## src/rtl/bcd_ctrl_pkg.sv

```systemverilog
// Shared constants for the BCD conversion arbiter: state encoding,
// default widths/limits and the round-robin pointer helper.
package bcd_ctrl_pkg;

    localparam int DATA_W_DEF  = 16;
    localparam int TIMEOUT_DEF = 255;

    // FSM encoding. Anything outside these four codes falls back to IDLE.
    localparam logic [2:0] ST_IDLE  = 3'd0;
    localparam logic [2:0] ST_START = 3'd1;
    localparam logic [2:0] ST_WAIT  = 3'd2;
    localparam logic [2:0] ST_RESP  = 3'd3;

    // Next round-robin start position after serving requester id.
    function automatic logic [1:0] rr_next(input logic [1:0] id, input int n);
        if (int'(id) + 1 >= n)
            return 2'd0;
        return id + 2'd1;
    endfunction

endpackage

```

## src/rtl/rr_arbiter.sv

```systemverilog
// Round-robin picker: scans requesters starting at ptr and returns the
// first active one as a one-hot grant plus its index.
module rr_arbiter #(
    parameter int N = 2
) (
    input  logic [N-1:0] req,
    input  logic [1:0]   ptr,
    output logic [N-1:0] grant,
    output logic [1:0]   idx
);

    logic w_found;

    // Priority scan over positions ptr, ptr+1, ... wrapping at N.
    always_comb begin
        grant   = '0;
        idx     = '0;
        w_found = 1'b0;
        for (int i = 0; i < N; i++) begin
            for (int j = 0; j < N; j++) begin
                if (!w_found && req[j] && (j == (int'(ptr) + i) % N)) begin
                    grant[j] = 1'b1;
                    idx      = 2'(j);
                    w_found  = 1'b1;
                end
            end
        end
    end

endmodule

```

## src/rtl/bcd_conv_arbiter.sv

```systemverilog
// Shares one external bcd_processor among N_REQ requesters. A grant is
// taken in IDLE, the operand is launched with a one-cycle start pulse,
// the result (or a timeout) is captured and returned to the winner.
module bcd_conv_arbiter
    import bcd_ctrl_pkg::*;
#(
    parameter int N_REQ   = 2,
    parameter int DATA_W  = DATA_W_DEF,
    parameter int TIMEOUT = TIMEOUT_DEF
) (
    input  logic                    clk,
    input  logic                    reset,
    input  logic [N_REQ-1:0]        req_valid,
    input  logic [N_REQ*DATA_W-1:0] req_data,
    output logic [N_REQ-1:0]        req_ready,
    output logic [N_REQ-1:0]        rsp_valid,
    output logic [DATA_W-1:0]       rsp_data,
    output logic                    rsp_err,
    output logic                    proc_start,
    output logic [DATA_W-1:0]       proc_data_in,
    input  logic [DATA_W-1:0]       proc_data_out,
    input  logic                    proc_done,
    output logic                    busy,
    output logic [1:0]              grant_id
);

    // Last WAIT count before the transaction is aborted.
    localparam logic [7:0] CNT_LAST = 8'(TIMEOUT - 1);

    logic [2:0]        r_state;
    logic [1:0]        r_ptr;
    logic [1:0]        r_gid;
    logic [DATA_W-1:0] r_word;
    logic [DATA_W-1:0] r_rsp_data;
    logic              r_rsp_err;
    logic [7:0]        r_cnt;

    logic [N_REQ-1:0]  w_gnt;
    logic [1:0]        w_idx;
    logic              w_idle;
    logic              w_hs;
    logic [DATA_W-1:0] w_word;

    rr_arbiter #(
        .N (N_REQ)
    ) u_rr (
        .req   (req_valid),
        .ptr   (r_ptr),
        .grant (w_gnt),
        .idx   (w_idx)
    );

    // ready is gated by reset so every output reads 0 while reset is held.
    assign w_idle    = (r_state == ST_IDLE) && reset;
    assign req_ready = w_idle ? w_gnt : '0;
    assign w_hs      = w_idle && (|req_valid);

    // Mux out the winner's operand slice.
    always_comb begin
        w_word = '0;
        for (int i = 0; i < N_REQ; i++) begin
            if (w_gnt[i])
                w_word = req_data[i*DATA_W +: DATA_W];
        end
    end

    // Main control FSM with WAIT counter and result capture.
    always_ff @(posedge clk or negedge reset) begin
        if (!reset) begin
            r_state    <= ST_IDLE;
            r_ptr      <= '0;
            r_gid      <= '0;
            r_word     <= '0;
            r_rsp_data <= '0;
            r_rsp_err  <= 1'b0;
            r_cnt      <= '0;
        end else begin
            case (r_state)
                ST_IDLE: begin
                    if (w_hs) begin
                        r_word  <= w_word;
                        r_gid   <= w_idx;
                        r_state <= ST_START;
                    end
                end
                ST_START: begin
                    r_cnt   <= '0;
                    r_state <= ST_WAIT;
                end
                ST_WAIT: begin
                    // done takes priority over a timeout landing the same cycle
                    if (proc_done) begin
                        r_rsp_data <= proc_data_out;
                        r_rsp_err  <= 1'b0;
                        r_state    <= ST_RESP;
                    end else if (r_cnt == CNT_LAST) begin
                        r_rsp_data <= '0;
                        r_rsp_err  <= 1'b1;
                        r_state    <= ST_RESP;
                    end else begin
                        r_cnt <= r_cnt + 8'd1;
                    end
                end
                ST_RESP: begin
                    r_ptr   <= rr_next(r_gid, N_REQ);
                    r_state <= ST_IDLE;
                end
                default: r_state <= ST_IDLE;
            endcase
        end
    end

    // One-cycle response pulse steered to the granted requester.
    always_comb begin
        rsp_valid = '0;
        if (r_state == ST_RESP) begin
            for (int i = 0; i < N_REQ; i++) begin
                if (r_gid == 2'(i))
                    rsp_valid[i] = 1'b1;
            end
        end
    end

    assign proc_start   = (r_state == ST_START);
    assign busy         = (r_state != ST_IDLE);
    assign proc_data_in = r_word;
    assign rsp_data     = r_rsp_data;
    assign rsp_err      = r_rsp_err;
    assign grant_id     = r_gid;

endmodule
```

## config.mk

```make
export PLATFORM = sky130hd
export DESIGN_NAME = bcd_conv_arbiter
export DESIGN_NICKNAME = d
export VERILOG_FILES = /design/src/rtl/bcd_ctrl_pkg.sv /design/src/rtl/rr_arbiter.sv /design/src/rtl/bcd_conv_arbiter.sv
export SDC_FILE = /design/constraint.sdc
export NUM_CORES = 1
export LEC_CHECK = 0
export CAP_MARGIN = 20
export CORE_ASPECT_RATIO = 1.5
export CORE_UTILIZATION = 39
export CTS_CLUSTER_DIAMETER = 120
export DETAILED_ROUTE_END_ITERATION = 8
export GPL_ROUTABILITY_DRIVEN = 0
export GPL_TIMING_DRIVEN = 0
export PLACE_DENSITY_LB_ADDON = 0.15
export SKIP_CTS_REPAIR_TIMING = 1
export SKIP_LAST_GASP = 1
export SLEW_MARGIN = 5
export SYNTH_ARGS = -nofsm -noshare
export SYNTH_HDL_FRONTEND = slang
export SYNTH_HIERARCHICAL = 1
export SYNTH_SLANG_ARGS = --single-unit
```

## constraint.sdc

```tcl
create_clock -name clk -period 1.7 [get_ports clk]
set_input_delay 0.34 -clock clk [delete_from_list [all_inputs] [get_ports clk]]
set_output_delay 0.34 -clock clk [all_outputs]
set_load 0.01 [all_outputs]
```

* After elaboration in Yosys (flattened, before gate mapping)
Cells that the tools add are included.
W data, S select, Z words.
** Storage, ports and cells
- Register bits :: 46
- Input bits :: 53
- Output and inout port bits :: 41
** Operators by class
- $add $sub $neg :: 4
- $lt $le $gt $ge :: 1
- Equal/unequal tests :: 10
- Multiplexer cells :: 30
- Bitwise gates (word level) :: 1
- Reduce and logical (&&, ||, !) cells :: 24
** Operators with widths (count)
- $logic_not A32 Y1 :: 2
- $mux W16 :: 4
- $mux W1 :: 17
- $mux W8 :: 2
- $pmux W8 S2 :: 1
- $logic_and A1 B1 Y1 :: 9
- $mux W3 :: 3
- $pmux W3 S3 :: 1
- $add A8 B1 Y8 const B :: 1
- $eq A8 B8 Y1 const B :: 1
- $eq A3 B2 Y1 const B :: 2
- $ne A2 B2 Y1 const B :: 3
- $reduce_and A2 Y1 :: 3
- $mux W2 :: 2
- $reduce_bool A2 Y1 :: 2
- $eq A3 B1 Y1 const B :: 1
- $ge A3 B2 Y1 const B :: 1
- $logic_not A1 Y1 :: 3
- $logic_not A3 Y1 :: 1
- $ne A3 B3 Y1 const B :: 1
- $reduce_and A3 Y1 :: 1
- $reduce_bool A3 Y1 :: 1
- $add A1 B1 Y1 const B :: 2
- $add A1 B1 Y2 const B :: 1
- other kinds (5) :: 5

* Depth between registers and ports, before layout
- Depth in word-level cells :: 16
- Depth in mapped cells :: 8
- Mapped depth without buffers :: 6

* By module
Netlist, hierarchy kept.
** Modules (own cells, without submodules)
- bcd_conv_arbiter :: instances 1, cells an instance 204, area an instance 2208.4 sq um, sequential area each 1176.1 sq um
- rr_arbiter :: instances 1, cells an instance 6, area an instance 41.3 sq um, sequential area each 0.0 sq um

* Least setup slack after synthesis
Ideal clock, no wire load.
- Path type :: register to output
- Start :: register r_ptr[0]
- End :: output port req_ready[1]
- Data arrival time :: 1.313 ns
- Required time :: 1.360 ns
- Path slack :: 0.047 ns
- Stages on the path, launching flop included :: 6
- Path buffers :: 2
- Cell sequence :: dfrtp_1 -> inv_1 -> a21boi_1 -> clkbuf_1 -> clkbuf_1 -> and3_1
** Between the ends
- Word-level cells in the longest chain between the ends :: 16
- Elaborated cells between the ends (all ways) :: 21
** RTL lines
- from (decl) :: RTL line bcd_conv_arbiter.sv:31 : logic [1:0] r_ptr;
- from (signal assigned) :: RTL line bcd_conv_arbiter.sv:105 : r_ptr <= rr_next(r_gid, N_REQ);
- $logic_not A32 Y1 :: RTL line rr_arbiter.sv:21 : if (!w_found && req[j] && (j == (int'(ptr) + i) % N)) begin
- $logic_and A1 B1 Y1 :: RTL line rr_arbiter.sv:21
- $mux W1 :: RTL line rr_arbiter.sv:21
- $logic_not A1 Y1 :: RTL line rr_arbiter.sv:21
- $logic_and A1 B1 Y1 (2 in series) :: RTL line rr_arbiter.sv:21
- $mux W1 :: RTL line rr_arbiter.sv:21
- $logic_not A1 Y1 :: RTL line rr_arbiter.sv:21
- $logic_and A1 B1 Y1 (2 in series) :: RTL line rr_arbiter.sv:21
- $mux W1 :: RTL line rr_arbiter.sv:21
- $logic_not A1 Y1 :: RTL line rr_arbiter.sv:21
- $logic_and A1 B1 Y1 (2 in series) :: RTL line rr_arbiter.sv:21
- $mux W1 * :: RTL line rr_arbiter.sv:21
- net w_gnt[1] :: RTL line bcd_conv_arbiter.sv:38 : logic [N_REQ-1:0] w_gnt;
- $mux W2 * :: RTL line bcd_conv_arbiter.sv:55 : assign req_ready = w_idle ? w_gnt : '0;
- to (decl) :: RTL line bcd_conv_arbiter.sv:15 : output logic [N_REQ-1:0] req_ready,
Mark *: on every way through the listed nets, which the timed path passes. The rest lies on a longest branch.

* Worst setup path after layout
Same ends and word-level chain as after synthesis.

==> metrics.md <==
| Metric | Value |
|---|---|
| H-tree depth | `2` |
| Final #Nets | `388` |
| Final Cell Area | `3650 um^2` |
| Ant. Diodes | `0` |
| Status | `complete, but fails checks` |
| # clock sinks | `46` |
| Critical Path AT | `1560 ps` |
| Part of the cycle the worst path needs | `1.12` |
| Ports | `94` |
| Port bufs | `93` |
| Die H | `94.2 um` |
| VDD IR max | `0.600 mV` |
| Mapped Area | `2210 um^2` |
| First drt pass iteration count | `4` |
| DP Worst Slack | `-1250 ps` |
| Worst setup EP type | `output pin` |
| Vias | `2,055` |
| Initial antenna violation count | `0` |
| Fin. max-slew vios | `0` |
| Chip width | `63.5 um` |
| CP cell instances | `inv_1, a21boi_1, buf_4, buf_4, and3_1, clkbuf_2` |
| Layout cells sized above 1 | `0.229` |
| Setup ws final | `-202 ps` |
| Worst-Margin Slew | `653 ps` |
| CTS tree | `built` |
| Worst path required time | `1360 ps` |
| CTS max path bufs | `2` |
| Crit path max fanout | `10` |
| # setup viols final | `11` |
| Power per cell area | `1480 nW/um^2` |
| Endpoints failing hold | `0` |
| Die Area | `5980 um^2` |
| Leakage | `1.66 nW` |
| Violated checks | `setup timing` |
| Class of the worst hold path | `primary input to asynchronous set/reset pin` |
| Cells after Synth | `207` |
| Clock transition at path regs | `80 ps` |
| Fill count | `445` |
| Clock Skew | `5.10 ps` |
| Final WL | `6170 um` |
| Worst setup SP type | `flop` |
| TritonCTS Buffers | `5` |
| Starting density of the core | `0.406` |
| R2R depth | `9` |
| Worst r2r dst | `r_state[0]` |
| Slowest library cell on the worst path | `dfrtp_1` |
| Synthesized net count | `269` |
| Clock latency at the later pin of the worst-skew pair | `290 ps` |
| RR Startpoint | `r_state[1]` |
| Crit path from | `r_ptr[0]` |
| Synth Warn # | `6` |
| Rows | `33` |
| CP Class | `flop to output pin` |
| Max Fclk | `526 MHz` |
| Clock period minus final worst setup slack | `1900 ps` |
| Vias in the first global route | `1,945` |
| Clk root buf | `clkbuf_8` |
| End of the critical path | `req_ready[1]` |
| Global route overflow | `0` |
| Unrepaired setup endpoints after global routing | `yes` |
| Pin count of the biggest net entering global routing | `38` |
| Remaining antenna violation count | `0` |
| WL/cell | `15.5 um` |
| Tot Pwr | `5.38 mW` |
| Global Route Usage Sum | `0.200` |
| Total core area | `5450 um^2` |
| Max Cap Viol | `0` |
| Placed cell areas | `3250 um^2` |
| Via density per instance | `5.18` |
| DRC Markers | `0` |
| Global-route wire length before repair | `9250 um` |
| Area grow syn2layout | `64.9%` |
| Worst slew margin | `0.563` |
| CP max stage delay | `420 ps` |
| Starting DRC count in detailed routing | `66` |
| Worst R2R Setup Slack | `-50 ps` |
| Most frequent cell on the critical path | `buf_4` |
| Syn Area/Cell | `10.7 um^2` |
| DP HPWL | `4380 um` |
[metrics by stage]
stage	util	setup TNS (ps)	std cells	hold slack, ps
final	0.669	-399	397	6.41
after global routing	0.669	-1950	397	11.7
after CTS	0.612	-7880	379	-67.9
after detailed placement	0.596	-13510	371	260
after global placement	0.593	-102320	370	462
after floorplan	-	0	207	44.4
[registers in the layout, indices dropped and copies added (netlist names)]
| signal | count |
|---|---|
| proc_data_in | 16 |
| rsp_err | 1 |
| r_ptr | 1 |
| r_cnt | 8 |
| grant_id | 2 |
| r_state | 2 |
| rsp_data | 16 |
[worst max-delay path, delay by kind of cell (launching register included)]
| family | cells | cell delay [ps] |
|---|---|---|
| DFF | 1 | 420 |
| and+or+nand+nor | 1 | 170 |
| buffers and inverters | 4 | 540 |
| AOI/OAI and AO/OA | 1 | 140 |
[power breakdown]
group / leakage [nW] / total (mW) / switching, mW / internal, mW
Sequential: 0.587 / 1.79 / 0.285 / 1.50
Combinational: 1.03 / 2.91 / 1.26 / 1.64
Clock: 0.0482 / 0.684 / 0.355 / 0.328
Total: 1.66 / 5.38 / 1.90 / 3.48
[layout make-up]
| type | instances | area, um^2 | area share |
|---|---|---|---|
| Timing Repair Buffer | 112 | 1120 | 0.307 |
| Clock inverter | 1 | 5.00 | 0.00137 |
| Multi-Input combinational cell | 139 | 1060 | 0.290 |
| Clock buffer | 7 | 86.3 | 0.0237 |
| Buffer | 12 | 92.6 | 0.0254 |
| Tap cell | 70 | 87.6 | 0.0240 |
| Inverter | 10 | 42.5 | 0.0117 |
| Sequential cell | 46 | 1150 | 0.317 |
[how the worst min path moves through the flow]
stage                 endpoint  slack [ps]  cells after the start
3_3_place_gp   proc_data_in[9]         460                      2
5_1_grt            grant_id[1]          10                      2
3_5_place_dp          r_cnt[6]         260                      1
2_1_floorplan      grant_id[0]          40                      0
6_report              r_ptr[0]           6                      2
4_1_cts               r_cnt[6]         -70                      1
[cell usage in the layout, fill, tap and decap left out, types with 7 or more instances in the layout]
cell,count
clkdlybuf4s50_1,84
dfrtp_1,43
nand2_1,24
buf_4,15
a22oi_1,15
o21ai_0,12
a22o_1,9
o211ai_1,7
[per-layer routing]
| layer | wire [um] | vias up | global-route usage |
|---|---|---|---|
| li1 | - | 994 | - |
| met1 | 2390 | 1012 | 0.218 |
| met5 | 0 | - | 0 |
| met4 | 57 | 0 | 0.0511 |
| met3 | 208 | 6 | 0.0485 |
| met2 | 3510 | 43 | 0.379 |
No activity file was read; power rests on OpenSTA's default activity.
